## config.mk

```make
export PLATFORM = sky130hd
export DESIGN_NAME = ppt_regfile_mc
export DESIGN_NICKNAME = d
export VERILOG_FILES = /design/src/rtl/ppt_regfile_mc.sv
export SDC_FILE = /design/constraint.sdc
export NUM_CORES = 1
export LEC_CHECK = 0
export CORE_UTILIZATION = 40
export DETAILED_ROUTE_END_ITERATION = 8
export PLACE_DENSITY_LB_ADDON = 0.3
export SYNTH_ARGS = -nofsm -noshare
export SYNTH_HDL_FRONTEND = slang
export SYNTH_SLANG_ARGS = --single-unit
```

## constraint.sdc

```tcl
create_clock -name clk -period 1.6 [get_ports clk]
set_clock_uncertainty 0.2 [all_clocks]
set_input_delay 0.24 -clock clk [delete_from_list [all_inputs] [get_ports clk]]
set_output_delay 0.24 -clock clk [all_outputs]
set_load 0.005 [all_outputs]
```

## src/rtl/ppt_regfile_mc.sv

```systemverilog
// ppt_regfile_mc: multi-channel byte-wide register file sitting between the
// I2C slave and N_CH PPT pulse controllers.
//  - 16-bit fields are committed atomically on the high-byte write
//  - CNT_DONE_H returns a snapshot latched by a read strobe at CNT_DONE_L
//  - sticky W1C done flags, run auto-stop, config write protection while running
//  - global enable gating every channel's run output
// Optional feature macro: PPT_REGFILE_IRQ_EN (irq output, IRQ_MASK/IRQ_STAT registers).
module ppt_regfile_mc #(
    parameter int N_CH   = 2,
    parameter int ADDR_W = 6,
    parameter int DIV_W  = 5
) (
    input  logic                  clk,
    input  logic                  rstn,
    input  logic [ADDR_W-1:0]     address,
    input  logic [7:0]            data_in,
    input  logic                  write_enable,
    input  logic                  read_enable,
    output logic [7:0]            data_out,
    output logic [N_CH*DIV_W-1:0] ch_clk_div,
    output logic [N_CH*16-1:0]    ch_period,
    output logic [N_CH*16-1:0]    ch_width,
    output logic [N_CH*16-1:0]    ch_count,
    output logic [N_CH-1:0]       ch_run,
    input  logic [N_CH*16-1:0]    ch_count_done,
    input  logic [N_CH-1:0]       ch_done,
    output logic                  irq
);

    // Elaboration-time parameter checks
    if ((N_CH + 1) * 16 > 2 ** ADDR_W) begin : g_chk_addr
        $error("ppt_regfile_mc: (N_CH+1)*16 does not fit in 2**ADDR_W");
    end
    if (N_CH < 1 || N_CH > 8) begin : g_chk_nch
        $error("ppt_regfile_mc: N_CH must be 1..8 (one byte of flag/mask bits)");
    end
    if (DIV_W < 1 || DIV_W > 8) begin : g_chk_div
        $error("ppt_regfile_mc: DIV_W must be 1..8");
    end

    localparam int BLK_W = ADDR_W - 4;

    // Global register offsets (block 0)
    typedef enum logic [3:0] {
        G_ID       = 4'h0,
        G_GCTRL    = 4'h1,
        G_IRQ_MASK = 4'h2,
        G_IRQ_STAT = 4'h3
    } glb_off_e;

    // Per-channel register offsets
    typedef enum logic [3:0] {
        OFF_CLK_DIV  = 4'h0,
        OFF_PERIOD_L = 4'h1,
        OFF_PERIOD_H = 4'h2,
        OFF_WIDTH_L  = 4'h3,
        OFF_WIDTH_H  = 4'h4,
        OFF_COUNT_L  = 4'h5,
        OFF_COUNT_H  = 4'h6,
        OFF_CTRL     = 4'h7,
        OFF_CDONE_L  = 4'h8,
        OFF_CDONE_H  = 4'h9,
        OFF_STATUS   = 4'hA
    } ch_off_e;

    logic [BLK_W-1:0]      blk;
    logic [3:0]            offset;
    logic                  glb_sel;
    logic [N_CH-1:0]       ch_sel;
    logic [N_CH-1:0][7:0]  ch_rdata;
    logic                  gen_q;
    logic [7:0]            rdata;

    assign blk     = address[ADDR_W-1:4];
    assign offset  = address[3:0];
    assign glb_sel = (blk == '0);

`ifdef PPT_REGFILE_IRQ_EN
    logic [N_CH-1:0] sticky_v;
    logic [N_CH-1:0] irq_mask_q;
    logic            irq_q;
`endif

    // Global enable register
    always_ff @(posedge clk or negedge rstn) begin
        if (!rstn) begin
            gen_q <= 1'b1;
        end else if (write_enable && glb_sel && offset == G_GCTRL) begin
            gen_q <= data_in[0];
        end
    end

`ifdef PPT_REGFILE_IRQ_EN
    // Interrupt mask and registered interrupt output
    always_ff @(posedge clk or negedge rstn) begin
        if (!rstn) begin
            irq_mask_q <= '0;
            irq_q      <= 1'b0;
        end else begin
            if (write_enable && glb_sel && offset == G_IRQ_MASK) begin
                irq_mask_q <= data_in[N_CH-1:0];
            end
            irq_q <= |(sticky_v & irq_mask_q);
        end
    end

    assign irq = irq_q;
`else
    assign irq = 1'b0;
`endif

    for (genvar c = 0; c < N_CH; c++) begin : g_ch
        logic [DIV_W-1:0] clk_div_q;
        logic [15:0]      period_q;
        logic [15:0]      width_q;
        logic [15:0]      count_q;
        logic [7:0]       hold_q;
        logic [7:0]       snap_q;
        logic             run_q;
        logic             autostop_q;
        logic             sticky_q;
        logic             done_q;
        logic             wr_sel;
        logic             cfg_wr;
        logic             done_rise;
        logic [15:0]      cnt_done;
        logic [7:0]       rd_byte;

        assign ch_sel[c]  = (blk == BLK_W'(c + 1));
        assign wr_sel     = write_enable & ch_sel[c];
        assign cfg_wr     = wr_sel & ~ch_run[c];
        assign done_rise  = ch_done[c] & ~done_q;
        assign cnt_done   = ch_count_done[c*16 +: 16];

        // Config fields: low bytes park in the holding byte, high byte commits the 16-bit value
        always_ff @(posedge clk or negedge rstn) begin
            if (!rstn) begin
                clk_div_q <= DIV_W'(9);
                period_q  <= 16'd128;
                width_q   <= 16'd1;
                count_q   <= 16'd16;
                hold_q    <= '0;
            end else if (cfg_wr) begin
                case (offset)
                    OFF_CLK_DIV:  clk_div_q <= data_in[DIV_W-1:0];
                    OFF_PERIOD_L,
                    OFF_WIDTH_L,
                    OFF_COUNT_L:  hold_q    <= data_in;
                    OFF_PERIOD_H: period_q  <= {data_in, hold_q};
                    OFF_WIDTH_H:  width_q   <= {data_in, hold_q};
                    OFF_COUNT_H:  count_q   <= {data_in, hold_q};
                    default: ;
                endcase
            end
        end

        // Control, done-edge tracking, sticky flag and count snapshot
        always_ff @(posedge clk or negedge rstn) begin
            if (!rstn) begin
                run_q      <= 1'b0;
                autostop_q <= 1'b0;
                sticky_q   <= 1'b0;
                done_q     <= 1'b0;
                snap_q     <= '0;
            end else begin
                done_q <= ch_done[c];
                // A host CTRL write in the auto-stop cycle takes priority
                if (wr_sel && offset == OFF_CTRL) begin
                    run_q      <= data_in[0];
                    autostop_q <= data_in[1];
                end else if (done_rise && autostop_q) begin
                    run_q <= 1'b0;
                end
                // Set wins over a coincident W1C
                if (done_rise) begin
                    sticky_q <= 1'b1;
                end else if (wr_sel && offset == OFF_STATUS && data_in[1]) begin
                    sticky_q <= 1'b0;
                end
                if (read_enable && ch_sel[c] && offset == OFF_CDONE_L) begin
                    snap_q <= cnt_done[15:8];
                end
            end
        end

        // Channel read byte
        always_comb begin
            rd_byte = '0;
            case (offset)
                OFF_CLK_DIV:  rd_byte = 8'(clk_div_q);
                OFF_PERIOD_L: rd_byte = period_q[7:0];
                OFF_PERIOD_H: rd_byte = period_q[15:8];
                OFF_WIDTH_L:  rd_byte = width_q[7:0];
                OFF_WIDTH_H:  rd_byte = width_q[15:8];
                OFF_COUNT_L:  rd_byte = count_q[7:0];
                OFF_COUNT_H:  rd_byte = count_q[15:8];
                OFF_CTRL:     rd_byte = {6'b0, autostop_q, run_q};
                OFF_CDONE_L:  rd_byte = cnt_done[7:0];
                OFF_CDONE_H:  rd_byte = snap_q;
                OFF_STATUS:   rd_byte = {6'b0, sticky_q, ch_done[c]};
                default:      rd_byte = '0;
            endcase
        end

        assign ch_rdata[c]                = rd_byte;
        assign ch_run[c]                  = run_q & gen_q;
        assign ch_clk_div[c*DIV_W +: DIV_W] = clk_div_q;
        assign ch_period[c*16 +: 16]      = period_q;
        assign ch_width[c*16 +: 16]       = width_q;
        assign ch_count[c*16 +: 16]       = count_q;
`ifdef PPT_REGFILE_IRQ_EN
        assign sticky_v[c]                = sticky_q;
`endif
    end

    // Read data mux across global block and channel blocks
    always_comb begin
        rdata = '0;
        if (glb_sel) begin
            case (offset)
                G_ID:       rdata = {4'hA, 4'(N_CH)};
                G_GCTRL:    rdata = {7'b0, gen_q};
`ifdef PPT_REGFILE_IRQ_EN
                G_IRQ_MASK: rdata = 8'(irq_mask_q);
                G_IRQ_STAT: rdata = 8'(sticky_v);
`endif
                default:    rdata = '0;
            endcase
        end else begin
            for (int unsigned c = 0; c < N_CH; c++) begin
                if (ch_sel[c]) begin
                    rdata = ch_rdata[c];
                end
            end
        end
    end

    // Registered read data
    always_ff @(posedge clk or negedge rstn) begin
        if (!rstn) begin
            data_out <= '0;
        end else begin
            data_out <= rdata;
        end
    end

endmodule

```

==> results.txt, run 1 <==
largest net degree at the start of global routing -> 39
layout cell share with drive strength beyond 1 -> 0.586
worst r2r dst -> g_ch[1].count_q[7]$_DFFE_PN0P_
pwr dens -> 968 mW/mm²
Post-DP Area -> 0.0107 mm²
DR WL met2 -> 13,600 µm
worst reg2reg startpoint -> gen_q$_DFFE_PN1P_
fin crit share -> 1.18
first-pass GRT wire length -> 43,600 µm
Final Hold Fails -> 0
H-tree level count -> 4
sequential fraction of design power -> 0.392
nature of the critical path endpoint -> flop
max-cap violations -> 0
n_diodes -> 0
Internal -> 0.00896 W
CTS tree -> yes
Total Routed Length -> 29,200 µm
sequential area share after synthesis -> 0.507
FP Rows -> 50
post-synth top area share -> 0.469
post-DR wirelength/cell -> 24.1 µm
First-pass DRT Iterations -> 5
RSZ-0062 raised after global routing -> true
die height -> 141 µm
Via Count -> 6,789
Root Buffer -> clkbuf_16
nets -> 1,019
core area -> 0.0188 mm²
Pleak -> 6.64 nW
top-count cell post-synth -> dfrtp_1
FILL cells -> 1,337
Net Sw Power -> 0.00337 W
clock share of power -> 0.357
starting density of the core -> 0.409
r2r setup slk -> -0.29 ns
Finished Core Util -> 0.679
Critical Path RT -> 1.72 ns
Synth async-reset ratio -> 1.00
Yosys cell types -> 58
Mapped Area -> 0.00768 mm²
vias in the first global route -> 7,135
net count after synthesis -> 616
worst vdd ir -> 0.751 mV
die area -> 0.0198 mm²
chip width -> 141 µm
Final Cell Area -> 0.0127 mm²
initial antenna violation count -> 0
Remaining Overflow, GRT -> 0
Crit Path Category -> reg2reg
Worst Path Arrival -> 2.01 ns
Post-route DRC -> 0
Gate Count Post-Synth -> 564
CP Launch Type -> flop
Worst Hold Class -> in2async
Worst-Skew Late Latency -> 0.43 ns
top_reg_cell synth -> dfrtp_1
status -> finished with violations
number of cells on the worst reg-to-reg path -> 7
DP HPWL -> 19,600 µm
routed vias/inst -> 5.59
Syn. warnings -> 0
switch share -> 0.274
overall global routing resource usage -> 0.298
RD Place Congestion -> 0.951
area grow syn2layout -> 65.9%
critical path peak fanout -> 7
count of boundary I/O pins -> 169
Yosys reg bits -> 155
cell taking the most area after synthesis -> dfrtp_1
most area-consuming cells after synthesis -> dfrtp_1 47%, mux2_2 13%, mux2_4 12%, dfstp_2 3.8%, a22oi_1 2.0%
Comb pwr share -> 0.251
Hold WS -> 0.0821 ns
CTS buffer count -> 17
DR top layer -> met4
ANT nets after route -> 0
Avg Cell Area, Syn -> 13.6 µm²
Tmin final -> 1.89 ns
Initial DRC Count -> 683
EDFF count, synth -> 0
port bufs -> 167
Fmax achieved -> 0.528 GHz
clock-pin slew on the worst setup and hold paths -> 0.06 ns
failing checks -> setup timing
WL met3 -> 1800 µm
clock tree buffer depth -> 2
Worst Slack Setup Final -> -0.295 ns
Post-synth top cells -> 144 x dfrtp_1, 88 x mux2_2, 60 x mux2_4, 20 x a22oi_1, 19 x nand2_1
# setup viols final -> 131
clock sinks -> 155
metal1 wirelength -> 12,900 µm
Final Max Tran Viols -> 0
==> area by class of cell <==
type | count | area [µm²] | area share
Timing Repair Buffer | 421 | 3780 | 0.297
Clock inverter | 15 | 209 | 0.0164
Clock buffer | 17 | 425 | 0.0334
Inverter | 4 | 15.0 | 0.00118
Sequential cell | 155 | 3890 | 0.306
Tap cell | 234 | 293 | 0.0230
Multi-Input combinational cell | 368 | 4130 | 0.324
==> critical path, cell delays in order (launching register included) <==
cell and delay (ns):
dfstp_2 0.38, buf_6 0.11, and2_4 0.13, buf_6 0.12, nor2_8 0.18, nand3_4 0.15
clkbuf_16 0.21, mux2_4 0.30
==> per-stage QoR <==
step	power, W	setup slack, ns	cells	TNS [ns]
final	0.0123	-0.295	1214	-29.80
after global routing	0.0128	-0.310	1214	-33.00
after CTS	0.0122	-0.281	1202	-30.17
after detailed placement	0.00741	-0.896	1066	-92.95
after global placement	0.00736	-0.868	1066	-91.61
after floorplan	0.00579	-0.0580	564	-3.42
==> repair_timing <==
action	4_1_cts	5_1_grt
setup buffers	101	13
pin swaps	17	29
cloned	3	3
endpoints found under the hold margin	146	0
hold buffers	1	0
resized for setup	303	93
endpoints found under the setup margin	269	159
==> kinds of logic after synthesis <==
kind of cell / count (synthesis) / synth area share
muxes: 167 / 0.274
other: 1 / 0.000488
and+or+nand+nor: 99 / 0.0849
AOI/OAI and AO/OA: 101 / 0.0997
buffers and inverters: 41 / 0.0345
DFF: 155 / 0.507
==> layout by cell type, fill, tap and decap left out, types with 9 or more instances in the layout <==
master / count
dfstp_2: 11
nand3_1: 14
clkbuf_2: 13
mux2_2: 31
clkbuf_16: 20
clkdlybuf4s50_1: 44
buf_6: 31
mux2_4: 119
buf_2: 22
nand2_1: 14
dfrtp_1: 142
dlygate4sd2_1: 80
buf_4: 200
nor2_1: 9
a22oi_1: 12
buf_12: 21
==> how the worst max path moves through the flow <==
| stage | startpoint | slack [ns] | cells past startpoint | endpoint |
|---|---|---|---|---|
| 6_report | gen_q$_DFFE_PN1P_ | -0.29 | 7 | g_ch[1].count_q[7]$_DFFE_PN0P_ |
| 5_1_grt | gen_q$_DFFE_PN1P_ | -0.31 | 7 | g_ch[1].width_q[14]$_DFFE_PN0P_ |
| 4_1_cts | gen_q$_DFFE_PN1P_ | -0.28 | 7 | g_ch[1].width_q[15]$_DFFE_PN0P_ |
| 3_5_place_dp | address[1] | -0.90 | 8 | data_out[5]$_DFF_PN0_ |
| 3_3_place_gp | address[1] | -0.87 | 8 | data_out[5]$_DFF_PN0_ |
| 2_1_floorplan | address[4] | -0.06 | 6 | g_ch[1].width_q[10]$_DFFE_PN0P_ |
==> layer usage <==
layer | track usage | vias to the layer above
met5 | 0 | -
met4 | 0.116 | 0
met3 | 0.0499 | 66
met2 | 0.478 | 337
met1 | 0.406 | 3453
li1 | - | 2933
==> state kept, by name, summed over array words and instances (netlist names), 8 cells and up <==
register and cells:
data_out 8, g_ch.width_q 32, g_ch.clk_div_q 10, g_ch.period_q 32, g_ch.snap_q 16, g_ch.hold_q 16
g_ch.count_q 32
==> power by group through the flow <==
stage / sequential [W] / combinational (W) / clock (W)
after floorplan: 0.00484 / 0.000948 / 0
after global placement: 0.00497 / 0.00239 / 0
after detailed placement: 0.00498 / 0.00243 / 0
after CTS: 0.00481 / 0.00292 / 0.00444
after global routing: 0.00489 / 0.00327 / 0.00460
final: 0.00483 / 0.00310 / 0.00441
(Power assumes the default switching activity.)
==> inputs of run 2 (changes only) <==
--- a/config.mk
+++ b/config.mk
@@ -5,6 +5,7 @@
 export SDC_FILE = /design/constraint.sdc
 export NUM_CORES = 1
 export LEC_CHECK = 0
+export ABC_AREA = 1
 export CORE_UTILIZATION = 40
 export DETAILED_ROUTE_END_ITERATION = 8
 export PLACE_DENSITY_LB_ADDON = 0.3
==> constraint.sdc (replaced) <==
create_clock -name clk -period 2.15 [get_ports clk]
set_clock_uncertainty 0.2 [all_clocks]
set_input_delay 0.3225 -clock clk [delete_from_list [all_inputs] [get_ports clk]]
set_output_delay 0.3225 -clock clk [all_outputs]
set_load 0.005 [all_outputs]
==> run 2 against run 1 <==
Effect of this change: clock power shrank 37%; register-to-register slack gained 0.86 ns; utilization shrank 10 points; global-route usage shrank 3.5 points; first-iteration DRC count shrank 13%; die area shrank 7.9%; cell area shrank 22%; via count shrank 1.5%; final cell count grew 7.4%; the flow now finishes without violations.
==> results.txt, run 2 <==
status -> finished clean (was finished with violations)
Post-route DRC -> 0 (unchanged)
sequential area share after synthesis -> 0.551 (was 0.507)
r2r setup slk -> 0.57 ns (was -0.29 ns)
slowest stage cell, crit path -> dfstp_2 (unchanged)
proportion of synthesized area in mux cells -> 0.0239 (was 0.274)
clock share of power -> 0.360 (was 0.357)
setup_tns -> 0 ns (was -29.80 ns)
worst vdd ir -> 0.611 mV (was 0.751 mV)
sequential fraction of design power -> 0.468 (was 0.392)
crit-path max cell delay -> 0.56 ns (was 0.38 ns)
die area -> 0.0182 mm² (was 0.0198 mm²)
Worst-Skew Late Latency -> 0.43 ns (about the same)
Adder-Cell Fraction of Synth Area -> 0 (unchanged)
Root Buffer -> clkbuf_16 (unchanged)
Tot Pwr -> 0.00770 W (was 0.0123 W)
Final Hold Fails -> 0 (unchanged)
Tmin final -> 2.02 ns
slew margin rel. -> 0.536
Pleak -> 4.71 nW (was 6.64 nW)
EDFF count, synth -> 0 (unchanged)
WL met3 -> 1740 µm (was 1800 µm)
vias in the first global route -> 6,373 (was 7,135)
Synth Area in Compound Gates -> 0.101 (was 0.0997)
DP HPWL -> 16,800 µm (was 19,600 µm)
Net Sw Power -> 0.00210 W (was 0.00337 W)
fraction of the mapped netlist area in simple logic gates -> 0.271 (was 0.0849)
count of boundary I/O pins -> 169 (unchanged)
total stage count of the critical path -> 1 (was 7)
port bufs -> 167 (unchanged)
Slew @ Worst Pin -> 0.693 ns
first-pass GRT wire length -> 35,400 µm (was 43,600 µm)
Largest regs -> g_ch.count_q (32), g_ch.period_q (32), g_ch.width_q (32) (unchanged)
FILL cells -> 1,542 (was 1,337)
Final Cell Area -> 0.00998 mm² (was 0.0127 mm²)
CP Capture Point -> ch_width[0] (was g_ch[1].count_q[7]$_DFFE_PN0P_)
ANT nets after route -> 0 (unchanged)
Remaining Overflow, GRT -> 0 (unchanged)
Worst Hold Class -> in2reg (was in2async)
number of cells on the worst reg-to-reg path -> 7 (unchanged)
starting density of the core -> 0.409 (about the same)
Critical Path RT -> 1.63 ns (was 1.72 ns)
die height -> 135 µm (was 141 µm)
CP delay by family, top -> flip-flops (was simple AND/OR/NAND/NOR gates)
Crit Path Category -> reg2out (was reg2reg)
Internal -> 0.00560 W (was 0.00896 W)
post-synth top area share -> 0.510 (was 0.469)
dpl ws -> -0.294 ns (was -0.896 ns)
clock tree buffer depth -> 2 (unchanged)
worst r2r dst -> g_ch[1].width_q[13]$_DFFE_PN0P_ (was g_ch[1].count_q[7]$_DFFE_PN0P_)
Comb pwr share -> 0.172 (was 0.251)
Post-Synth XOR/XNOR Area -> 0 (unchanged)
Via Count -> 6,684 (was 6,789)
top_reg_cell synth -> dfrtp_1 (unchanged)
Worst Slack Setup Final -> 0.133 ns (was -0.295 ns)
fin crit share -> 0.938
most frequent cells in the layout -> 318 x nand2_1, 164 x clkdlybuf4s50_1, 144 x dfrtp_1 (was 200 x buf_4, 142 x dfrtp_1, 119 x mux2_4)
routed vias/inst -> 5.13 (was 5.59)
Final Max Tran Viols -> 0 (unchanged)
Post-synth top cells -> 318 x nand2_1, 144 x dfrtp_1, 108 x o21ai_0, 64 x nor2_1, 54 x nand3_1 (was 144 x dfrtp_1, 88 x mux2_2, 60 x mux2_4, 20 x a22oi_1, 19 x nand2_1)
layout cell share with drive strength beyond 1 -> 0.134 (was 0.586)
clock sinks -> 155 (unchanged)
H-tree level count -> 4 (unchanged)
cell taking the most area after synthesis -> dfrtp_1 (unchanged)
critical path peak fanout -> 3 (was 7)
Fmax achieved -> 0.496 GHz
largest net degree at the start of global routing -> 42 (was 39)
Total Routed Length -> 22,900 µm (was 29,200 µm)
CP Launch Type -> flop (unchanged)
DR top layer -> met4 (unchanged)
Synth async-reset ratio -> 1.00 (unchanged)
worst reg2reg startpoint -> g_ch[1].run_q$_DFFE_PN0P_ (was gen_q$_DFFE_PN1P_)
# setup viols final -> 0 (was 131)
FP Rows -> 48 (was 50)
CTS tree -> yes (unchanged)
clock-pin slew on the worst setup and hold paths -> 0.06 ns (about the same)
max-cap violations -> 0 (unchanged)
crit path launch -> g_ch[0].width_q[0]$_DFFE_PN1P_ (was gen_q$_DFFE_PN1P_)
Yosys cell types -> 28 (was 58)
Initial DRC Count -> 597 (was 683)
post-DR wirelength/cell -> 17.6 µm (was 24.1 µm)
switch share -> 0.272 (was 0.274)
Post-DP Area -> 0.00944 mm² (was 0.0107 mm²)
Syn. warnings -> 0 (unchanged)
metal1 wirelength -> 10,100 µm (was 12,900 µm)
Mapped Area -> 0.00707 mm² (was 0.00768 mm²)
Gate Count Post-Synth -> 857 (was 564)
n_diodes -> 0 (unchanged)
core area -> 0.0173 mm² (was 0.0188 mm²)
chip width -> 135 µm (was 141 µm)
largest family of logic cells by synthesized area -> simple AND/OR/NAND/NOR gates (was multiplexers)
RSZ-0062 raised after global routing -> false (was true)
net count after synthesis -> 909 (was 616)
RD Place Congestion -> 0.918 (was 0.951)
Hold WS -> 0.168 ns (was 0.0821 ns)
number of buffers and inverters on the critical path -> 1 (was 3)
Yosys reg bits -> 155 (unchanged)
initial antenna violation count -> 0 (unchanged)
top-count cell post-synth -> nand2_1 (was dfrtp_1)
Worst Path Arrival -> 1.49 ns (was 2.01 ns)
most area-consuming cells after synthesis -> dfrtp_1 51%, nand2_1 17%, o21ai_0 7.6%, dfstp_2 4.1%, nand3_1 3.8% (was dfrtp_1 47%, mux2_2 13%, mux2_4 12%, dfstp_2 3.8%, a22oi_1 2.0%)
Avg Cell Area, Syn -> 8.25 µm² (was 13.6 µm²)
CTS buffer count -> 17 (unchanged)
First-pass DRT Iterations -> 5 (unchanged)
nets -> 1,120 (was 1,019)
ordered list of cells on the worst path -> clkdlybuf4s50_1 (was buf_6 > and2_4 > buf_6 > nor2_8 > nand3_4 > clkbuf_16 > mux2_4)
hold path depth -> 1
area grow syn2layout -> 41.2% (was 65.9%)
DR WL met2 -> 10,500 µm (was 13,600 µm)
nature of the critical path endpoint -> output port (was flop)
most common cell after layout, fill and taps aside -> nand2_1 (was buf_4)
pwr dens -> 772 mW/mm² (was 968 mW/mm²)
overall global routing resource usage -> 0.263 (was 0.298)
==> run 2: changes by cell type after synthesis, moves of 9 or more <==
cell	before	now
nand2_1	19	318
o21ai_0	7	108
mux2_2	88	15
mux2_4	60	0
nor2_1	13	64
inv_1	2	51
nand3_1	16	54
a22oi_1	20	0
o21ai_1	1	14
nor2b_1	12	0
mux2i_1	11	0
a32oi_1	10	0
o22ai_1	10	1
==> run 2: area by class of cell <==
cell class,count,area [µm²],share of cell area
well taps,225,282,0.0282
multi-input cells,615,2800,0.281
repair buffers,224,2260,0.227
clock buffers,19,433,0.0434
flip-flops and latches,155,3890,0.390
clock inverters,11,100,0.0100
inverters,55,206,0.0207
==> run 2: per-layer routing <==
metal,vias up,global-route usage
li1,3160,-
met1,3191,0.369
met2,296,0.406
met3,37,0.0537
met4,0,0.0861
met5,-,0
==> run 2: kinds of logic after synthesis <==
| family | Yosys count |
|---|---|
| other | 1 |
| flip-flops | 155 |
| AO/OA/AOI/OAI | 135 |
| multiplexers | 15 |
| AND/OR/NAND/NOR | 464 |
| buffers and inverters | 87 |
==> run 2: worst min-delay path by stage <==
stage | endpoint | from
finish | g_ch[1].done_q$_DFF_PN0_ | ch_done[1]
global route | g_ch[1].done_q$_DFF_PN0_ | ch_done[1]
global placement | g_ch[1].width_q[8]$_DFFE_PN0P_ | rstn
floorplan | data_out[0]$_DFF_PN0_ | rstn
CTS | g_ch[1].done_q$_DFF_PN0_ | ch_done[1]
detailed placement | g_ch[1].count_q[8]$_DFFE_PN0P_ | rstn
==> run 2: repair_timing <==
item / CTS / global route
pin swaps: 0 / 0
hold buffers: 1 / 0
resized for setup: 3 / 1
hold endpoints to repair: 104 / 0
setup buffers: 0 / 0
setup endpoints to repair: 2 / 4
==> run 2: stage by stage <==
stage,util,cells
after floorplan,-,857
after global placement,0.546,1273
after detailed placement,0.546,1273
after CTS,0.577,1304
after global routing,0.577,1304
final,0.577,1304
==> run 2: power groups by stage <==
stage / Combinational (W) / Sequential, W / Clock (W)
after CTS: 0.00133 / 0.00360 / 0.00280
after floorplan: 0.000466 / 0.00357 / 0
after global routing: 0.00146 / 0.00364 / 0.00292
after global placement: 0.00130 / 0.00365 / 0
after detailed placement: 0.00132 / 0.00365 / 0
final: 0.00132 / 0.00361 / 0.00277
==> inputs of run 3 (changes only) <==
--- a/config.mk
+++ b/config.mk
@@ -6,6 +6,7 @@
 export NUM_CORES = 1
 export LEC_CHECK = 0
 export ABC_AREA = 1
+export CAP_MARGIN = 20
 export CORE_UTILIZATION = 40
 export DETAILED_ROUTE_END_ITERATION = 8
 export PLACE_DENSITY_LB_ADDON = 0.3
==> results of run 3 <==
The final DEF is identical to that of run 2; final timing and power are the same.
==> RTL edit: new RTL, flow settings as in run 3 <==
Add a define of `PPT_REGFILE_IRQ_EN`.
--- a/src/rtl/ppt_regfile_mc.sv
+++ b/src/rtl/ppt_regfile_mc.sv
@@ -5,6 +5,8 @@
 //  - sticky W1C done flags, run auto-stop, config write protection while running
 //  - global enable gating every channel's run output
 // Optional feature macro: PPT_REGFILE_IRQ_EN (irq output, IRQ_MASK/IRQ_STAT registers).
+`define PPT_REGFILE_IRQ_EN
+
 module ppt_regfile_mc #(
     parameter int N_CH   = 2,
     parameter int ADDR_W = 6,
Check against the original RTL: not equivalent (a bounded check fails within 4 cycles, from zero or initial values and one cycle with rstn low).
==> RTL edit against run 3 <==
Worst setup slack worse by 1.1 ps. Core utilization rose by 0.46 points. Total power up 1.7%. Synthesized area grew 2.1%. Count of clock-buffer cells in the layout is 7 higher. Final area grew 1.8%. Sequential cell count grew 3. Routed wire length up 1.8%. Synthesized cell count up 2.7%. Die area increased by 2.0%.
==> RTL edit: results (changes against run 3) <==
* Synth unique cells at 27 (-3.6%)
* Via count of the first global-routing pass at 6588 (+3.4%)
* Worst reg2reg path startpoint: g_ch[0].run_q
* Most instantiated cells after synthesis: 326 x nand2_1, 147 x dfrtp_1, 105 x o21ai_0
* Reported leakage power at 4.826 nW (+2.5%)
* DR WL met3 at 1.535 mm (-12%)
* Max Root-Sink Buffers at 2 (unchanged)
* Global-route wire length before repair at 35.95 mm (+1.6%)
* Endpoint of the worst setup timing path: ch_width[16]
* Largest net degree at the start of global routing at 52 (+24%)
* Count of buffers not belonging to the clock network in the layout at 229 (+2.2%)
* Clock buf/inv share at 0.05318 (-0.0002275)
* Sequential fraction of the synthesis area at 0.5501 (-0.0006757)
* Run status: finished, final reports clean
* Gr usage total at 0.2619 (-0.0009646)
* Headroom to the max-slew limit at 0.5186 (-0.01749)
* Relative area of non-clock buffer cells in the final design at 0.2242 (-0.002625)
* DP Cell Count at 1301 (+2.2%)
* Maximum vdd ir drop at 546.0 µV (-11%)
* Number of clock buffers in the layout at 26 (+7)
* End of the worst register-to-register path: g_ch[0].width_q[12]
* Via total after detailed routing at 6802 (+1.8%)
* Total routed wirelength at 23.29 mm (+1.8%)
* First-pass iteration count of the detailed router at 5 (unchanged)
* Number of buffer cells added on primary ports at 168 (+0.60%)
* Clock period minus worst slack at 2018 ps (+1.085 ps)
* Setup slack at placement at -411.6 ps (-118.0 ps)
* Number of multi-input combinational cells at 629 (+2.3%)
* Non-clk invs at 62 (+13%)
* Multi-input combinational area share at 0.2818 (+0.0008266)
* Layout cell share with drive strength beyond 1 at 0.1333 (-0.001050)
* Dpl hpwl at 17.10 mm (+1.8%)
* Final net count at 1149 (+2.6%)
* Average wire per cell in the routed design at 17.45 µm (-0.61%)
* Multi-input combinational cell area at 2864 µm² (+2.1%)
* Class of the tightest hold or removal check: primary input to async pin
* Met1 wire length at 10.25 mm (+1.2%)
* Number of fill cells in the layout at 1549 (+0.45%)
* Clock Pin Slew Worst Setup and Hold Paths at 60 ps (about the same)
* Total length of routed met2 wires at 10.84 mm (+3.0%)
* Sequential cell area in the final layout at 3968 µm² (+1.9%)
* Worst setup path start: g_ch[1].width_q[0]
* Nets in the synthesized netlist at 932 (+2.5%)
* Post-Syn Instances at 880 (+2.7%)
* DP Area at 9604 µm² (+1.8%)
* Total of flip-flops plus latches after synthesis at 158 (+1.9%)
* Starting DRC count in detailed routing at 518 (-13%)
* R2R Setup Slk at 610 ps (+40 ps)
* Routability cong. at 0.9226 (+0.54%)
* Largest cells by area after synthesis: dfrtp_1 51%, nand2_1 17%, o21ai_0 7.3%
RTL edit: cell count changes after synthesis, moves of 3 or more:
cell / run 3 / this run
o21ai_1: 14 / 26
nand2_1: 318 / 326
o21ai_2: 6 / 1
buf_2: 16 / 20
inv_2: 4 / 8
clkbuf_1: 11 / 8
dfrtp_1: 144 / 147
inv_1: 51 / 54
nor2_4: 4 / 7
o21ai_0: 108 / 105
RTL edit: cell families after synthesis:
group	share of synthesized area
AO/OA/AOI/OAI	0.09941
buffers and inverters	0.05344
flip-flops	0.5501
multiplexers	0.02186
AND/OR/NAND/NOR	0.2752
RTL edit: repair_timing:
| item | CTS | global route |
|---|---|---|
| endpoints found under the hold margin | 41 | 0 |
| resized for setup | 4 | 2 |
| setup buffers | 1 | 0 |
| setup endpoints to repair | 2 | 8 |
| gates cloned | 0 | 0 |
| hold buffers | 1 | 0 |
| pin swaps | 0 | 0 |
RTL edit: worst min-delay path by stage:
| stage | cells past startpoint | start | endpoint | slack (ps) |
|---|---|---|---|---|
| after global routing | 1 | ch_done[0] | g_ch[0].done_q | 250 |
| after CTS | 2 | rstn | g_ch[1].count_q[8] | 230 |
| after detailed placement | 1 | rstn | g_ch[1].count_q[8] | 110 |
| final | 2 | rstn | g_ch[1].count_q[8] | 230 |
| after floorplan | 0 | rstn | data_out[0] | -170 |
| after global placement | 1 | rstn | g_ch[1].count_q[8] | 110 |
RTL edit: report_power, final:
part | internal (mW) | switching [mW]
Combinational | 0.755 | 0.597
Sequential | 3.36 | 0.324
Clock | 1.65 | 1.15
RTL edit: metal layers:
layer / up-vias / GRT usage
li1: 3241 / -
met4: 0 / 0.1130
met3: 47 / 0.05928
met5: - / 0
met2: 292 / 0.4075
met1: 3222 / 0.3495
